### config.mk
export PLATFORM = sky130hd
export DESIGN_NAME = pipeline_stall_ctrl
export DESIGN_NICKNAME = d
export VERILOG_FILES = /design/src/rtl/pipeline_stall_ctrl_pkg.sv /design/src/rtl/pipeline_stall_ctrl_load_use_detect.sv /design/src/rtl/pipeline_stall_ctrl.sv
export SDC_FILE = /design/constraint.sdc
export NUM_CORES = 1
export LEC_CHECK = 0
export CAP_MARGIN = 20
export CORE_UTILIZATION = 48
export DETAILED_ROUTE_END_ITERATION = 16
export PLACE_DENSITY = 0.91
export SETUP_SLACK_MARGIN = 0.3
export SYNTH_ARGS = -nofsm -noshare
export SYNTH_HDL_FRONTEND = slang
export SYNTH_HIERARCHICAL = 1
export SYNTH_SLANG_ARGS = --single-unit
### constraint.sdc
create_clock -name clk -period 4.6 [get_ports clk]
set_input_delay 0.92 -clock clk [delete_from_list [all_inputs] [get_ports clk]]
set_output_delay 0.92 -clock clk [all_outputs]
set_load 0.03 [all_outputs]
### src/rtl/pipeline_stall_ctrl_pkg.sv
// ============================================================================
// pipeline_stall_ctrl_pkg
// Shared pipeline types: stall FSM state encodings and register-field width.
// Revision: 1.0
// ============================================================================
`default_nettype none

package pipeline_stall_ctrl_pkg;

  localparam int REG_ADDR_W = 5;

  typedef enum logic [1:0] {
    RUN        = 2'b00,
    LOAD_STALL = 2'b01,
    FLUSH      = 2'b10,
    MEM_WAIT   = 2'b11
  } stall_state_t;

endpackage : pipeline_stall_ctrl_pkg

`default_nettype wire

### src/rtl/pipeline_stall_ctrl_load_use_detect.sv
// ============================================================================
// load_use_detect
// Combinational load-use comparator between the EX load and the ID sources.
// Revision: 1.0
// ============================================================================
`default_nettype none

module load_use_detect
  import pipeline_stall_ctrl_pkg::*;
(
  input  logic [REG_ADDR_W-1:0] id_rs,
  input  logic [REG_ADDR_W-1:0] id_rt,
  input  logic                  id_uses_rt,
  input  logic [REG_ADDR_W-1:0] ex_rt,
  input  logic                  ex_mem_read,
  output logic                  hazard
);

  logic w_dest_live;
  logic w_rs_match;
  logic w_rt_match;

  // r0 is hardwired zero, so a load into it never creates a dependency
  assign w_dest_live = ex_mem_read && (ex_rt != '0);
  assign w_rs_match  = (ex_rt == id_rs);
  assign w_rt_match  = id_uses_rt && (ex_rt == id_rt);
  assign hazard      = w_dest_live && (w_rs_match || w_rt_match);

endmodule : load_use_detect

`default_nettype wire

### src/rtl/pipeline_stall_ctrl.sv
// ============================================================================
// pipeline_stall_ctrl
// Stall/flush controller: memory freeze, branch flush and load-use interlock.
// Revision: 1.0
// ============================================================================
`default_nettype none

module pipeline_stall_ctrl
  import pipeline_stall_ctrl_pkg::*;
#(
  parameter int CNT_W = 16
) (
  input  logic                  clk,
  input  logic                  rst,
  input  logic [REG_ADDR_W-1:0] id_rs,
  input  logic [REG_ADDR_W-1:0] id_rt,
  input  logic                  id_uses_rt,
  input  logic [REG_ADDR_W-1:0] ex_rt,
  input  logic                  ex_mem_read,
  input  logic                  branch_taken,
  input  logic                  mem_busy,
  input  logic                  clr_stats,
  output logic                  pc_en,
  output logic                  ifid_en,
  output logic                  idex_en,
  output logic                  ifid_flush,
  output logic                  idex_flush,
  output logic [1:0]            state,
  output logic [CNT_W-1:0]      stall_cycles
);

  stall_state_t     r_state;
  stall_state_t     w_next_state;
  logic             w_hazard;
  logic             w_hazard_armed;
  logic [CNT_W-1:0] r_stall_cycles;

  load_use_detect u_load_use_detect (
    .id_rs       (id_rs),
    .id_rt       (id_rt),
    .id_uses_rt  (id_uses_rt),
    .ex_rt       (ex_rt),
    .ex_mem_read (ex_mem_read),
    .hazard      (w_hazard)
  );

  // The slot after a stall or a flush already holds a bubble, so the check is skipped
  assign w_hazard_armed = (r_state == RUN) || (r_state == MEM_WAIT);

  always_comb begin
    pc_en        = 1'b1;
    ifid_en      = 1'b1;
    idex_en      = 1'b1;
    ifid_flush   = 1'b0;
    idex_flush   = 1'b0;
    w_next_state = RUN;

    if (mem_busy) begin
      pc_en        = 1'b0;
      ifid_en      = 1'b0;
      idex_en      = 1'b0;
      w_next_state = MEM_WAIT;
    end else if (branch_taken) begin
      ifid_flush   = 1'b1;
      idex_flush   = 1'b1;
      w_next_state = FLUSH;
    end else if (w_hazard && w_hazard_armed) begin
      pc_en        = 1'b0;
      ifid_en      = 1'b0;
      idex_flush   = 1'b1;
      w_next_state = LOAD_STALL;
    end
  end

  always_ff @(posedge clk or posedge rst) begin
    if (rst) begin
      r_state <= RUN;
    end else begin
      r_state <= w_next_state;
    end
  end

  // Saturating count of frozen-PC cycles; a clear beats a same-cycle increment
  always_ff @(posedge clk or posedge rst) begin
    if (rst) begin
      r_stall_cycles <= '0;
    end else if (clr_stats) begin
      r_stall_cycles <= '0;
    end else if (!pc_en && (r_stall_cycles != {CNT_W{1'b1}})) begin
      r_stall_cycles <= r_stall_cycles + 1'b1;
    end
  end

  assign state        = r_state;
  assign stall_cycles = r_stall_cycles;

endmodule : pipeline_stall_ctrl

`default_nettype wire
==> impl_metrics.ini <==
[pwr]
p_total_mw = 0.329
power_per_cell_area_nw_per_um2 = 190
vdd.ir_drop.worst_v = 0.000187
static_leakage_nw = 0.674

[route]
route.vias.total = 1271
remaining_antenna_violation_count_after_routing = 0
drt-total-wl_um = 3160
post_drt_wl_per_cell_um = 15.1
detail_route.iter0.violations = 52
avgViaCountPerCell = 6.08
drc = 0
drt_pass1_iterations = 4

[setup_path]
endpoint_of_the_lowest_slack_register_to_register_path = stall_cycles[15]
critPathLaunchType = primary input
cp_slowest_stage_delay_ns = 0.67
cpMaxStageDelayCell = sky130_fd_sc_hd__clkdlybuf4s50_1
timing.rr.start = stall_cycles[0]
arrival_ns = 3.00
setup.reg_to_reg.worst_slack_ns = 2.47
crit_type = in -> out
worst_reg2reg_path_length_in_cells = 5
critical_path_peak_fanout = 3
critical_path.cell_chain = clkdlybuf4s50_1, xor2_1, nor4_2, nand3_1, a21oi_1, a21oi_1, nor2_1, clkdlybuf4s50_1
crit_required_ns = 3.68
worst_setup_path_end_kind = output pin

[sta]
period_utilisation_layout_pct = 85.3
achievable-frequency_mhz = 255
hold_viol_final = 0
setup_total_negative_slack_ns = 0
slew-limit-headroom_pct = 48.3
fin_worst_skew_ns = 0.00341
worst_slew_pin_slew_ns = 0.769
report.final.slew_viol_count = 0
post-route-min-period_ns = 3.92
setup-violations-final = 0
rsz0062_at_grt = false

[global_route]
gr-usage-met3_pct = 4.31
met1_usage_pct = 30.8
global_route.usage.total_pct = 25.5
grt_overflow_total = 0
grt_use_met2_pct = 43.9
grt.busiest_layer = met2
global_route_wire_length_before_repair_um = 5250
first_global_vias = 1207
grt_start_max_net_pins = 23
grt_antenna_before_repair = 0

[hold_path]
min_path_type = reg -> reg
hold_path_end = stall_cycles[4]
min-delay-start = stall_cycles[4]
worst_hold_path.num_cells = 2

[cts]
post_cts_buffers = 0
tritoncts_clock_tree = done
post_cts.resized_instances = 0
clockRootBuffer = sky130_fd_sc_hd__clkbuf_4
clock_sink_count = 18
clk-insertion-delay-late_ns = 0.30
numCtsBuffers = 3
maximum_clock_insertion_buffer_count = 2
clock_h_tree_levels = 1
ctsHoldBuffers = 0
cts.clk_slew.worst_paths_ns = 0.11

[floorplan]
effective_utilization_at_floorplan_pct = 50.7
rows = 18
die_height_um = 53.1
ios = 45
fp.dieArea_um2 = 2820
die_x_um = 53.1
core_um2 = 2480

[synthesis]
netlist_instances = 137
synth.net_count = 160
synthesis.area_per_instance_um2 = 9.16
postSynth.asyncResetShare_pct = 100
synthDistinctLibCells = 37
seq_area_frac_synth_pct = 35.9
synth.yosys.warnings = 6
synth_enable_flop_cells = 0
syn-cell-area_um2 = 1250
yosys_most_used_dff = sky130_fd_sc_hd__dfrtp_1
synth-seq-cells = 18

[place]
io_buffers = 44
place_congestion = 0.883
dp.final_hpwl_um = 2390

[finish]
design.final.nets = 203
layout.cells.most_common = sky130_fd_sc_hd__clkdlybuf4s50_1
most-common-layout-cells = 42 x sky130_fd_sc_hd__clkdlybuf4s50_1, 18 x sky130_fd_sc_hd__dfrtp_1, 12 x sky130_fd_sc_hd__nand3_1, 12 x sky130_fd_sc_hd__a21oi_1, 9 x sky130_fd_sc_hd__nor2_1
num_antenna_cells = 0
layout-drive-gt1-share_pct = 10.6
area_growth_pct = 37.8

[flow_run]
cap_viol_max_count = 0

[status]
run_status = finished clean
## critical path, delay by kind of cell
family	cells	cell delay [ns]
AOI/OAI and AO/OA	2	0.29
buffers and inverters	2	1.13
xor gates and xnor gates	1	0.19
and+or+nand+nor	3	0.46
## metrics by stage
step	hold WS (ns)	util, %	instances	worst slack (ns)	cell area (um^2)
6_report	0.615	69.8	209	0.675	1730
5_1_grt	0.665	69.8	209	0.474	1730
4_1_cts	0.614	69.8	209	0.677	1730
3_5_place_dp	0.591	68.3	205	0.679	1690
3_3_place_gp	0.566	68.3	205	0.745	1690
2_1_floorplan	0.705	-	137	1.17	1250
## cells by family after synthesis
family          after synthesis  synth area share (%)
fa+ha+maj                     1                 0.997
simple gates                 64                  32.8
flops                        18                  35.9
mux                           5                  4.79
buf+inv                      11                  4.59
xor+xnor                     11                  7.68
compound gates               27                  13.3
## cell usage after synthesis, types with 2 or more instances
cell                       count  area, um^2
sky130_fd_sc_hd__a21oi_1      12        60.1
sky130_fd_sc_hd__a31oi_1       2        12.5
sky130_fd_sc_hd__and2_1        2        12.5
sky130_fd_sc_hd__and3_1        3        18.8
sky130_fd_sc_hd__and4_1        2        17.5
sky130_fd_sc_hd__buf_4         2        15.0
sky130_fd_sc_hd__clkbuf_1      3        11.3
sky130_fd_sc_hd__dfrtp_1      18         450
sky130_fd_sc_hd__inv_1         3        11.3
sky130_fd_sc_hd__mux2_2        4        45.0
sky130_fd_sc_hd__nand2_1       4        15.0
sky130_fd_sc_hd__nand3_1      12        60.1
sky130_fd_sc_hd__nand4_1       6        37.5
sky130_fd_sc_hd__nor2_1        9        33.8
sky130_fd_sc_hd__nor2b_1       6        37.5
sky130_fd_sc_hd__nor3_1        3        15.0
sky130_fd_sc_hd__nor4_1        2        12.5
sky130_fd_sc_hd__nor4_2        2        25.0
sky130_fd_sc_hd__o21ai_0       2        10.0
sky130_fd_sc_hd__o31ai_1       7        52.6
sky130_fd_sc_hd__or4_1         8        60.1
sky130_fd_sc_hd__xnor2_1       4        35.0
sky130_fd_sc_hd__xor2_1        7        61.3
## worst max-delay path by stage
| stage | to | startpoint | slack, ns | depth (start not counted) |
|---|---|---|---|---|
| 2_1_floorplan | pc_en | ex_rt[1] | 1.17 | 7 |
| 3_5_place_dp | idex_flush | ex_rt[3] | 0.68 | 8 |
| 4_1_cts | idex_flush | ex_rt[3] | 0.68 | 8 |
| 5_1_grt | idex_flush | ex_rt[3] | 0.47 | 8 |
| 6_report | idex_flush | ex_rt[3] | 0.68 | 8 |
| 3_3_place_gp | idex_flush | ex_rt[3] | 0.75 | 8 |
## layout make-up
type | instances | area, um^2
clock buffers | 4 | 36.3
fillers | 187 | 748
inverters | 4 | 15.0
multi-input cells | 108 | 747
flip-flops and latches | 18 | 450
well taps | 30 | 37.5
repair buffers | 45 | 443
## power by group
group	internal (mW)	total, mW	switching (mW)
clock	0.0483	0.0993	0.0510
sequential	0.160	0.163	0.00289
combinational	0.0324	0.0661	0.0337
## sequential cells by signal (all words and copies together), names as in the netlist
name and flops:
state 2, stall_cycles 16
## routing by layer
layer | vias to the layer above | wire (um)
met5 | - | 0
met4 | 0 | 61
met3 | 11 | 178
met2 | 58 | 1560
met1 | 600 | 1350
li1 | 602 | -
No activity file was read; power rests on OpenSTA's default activity.
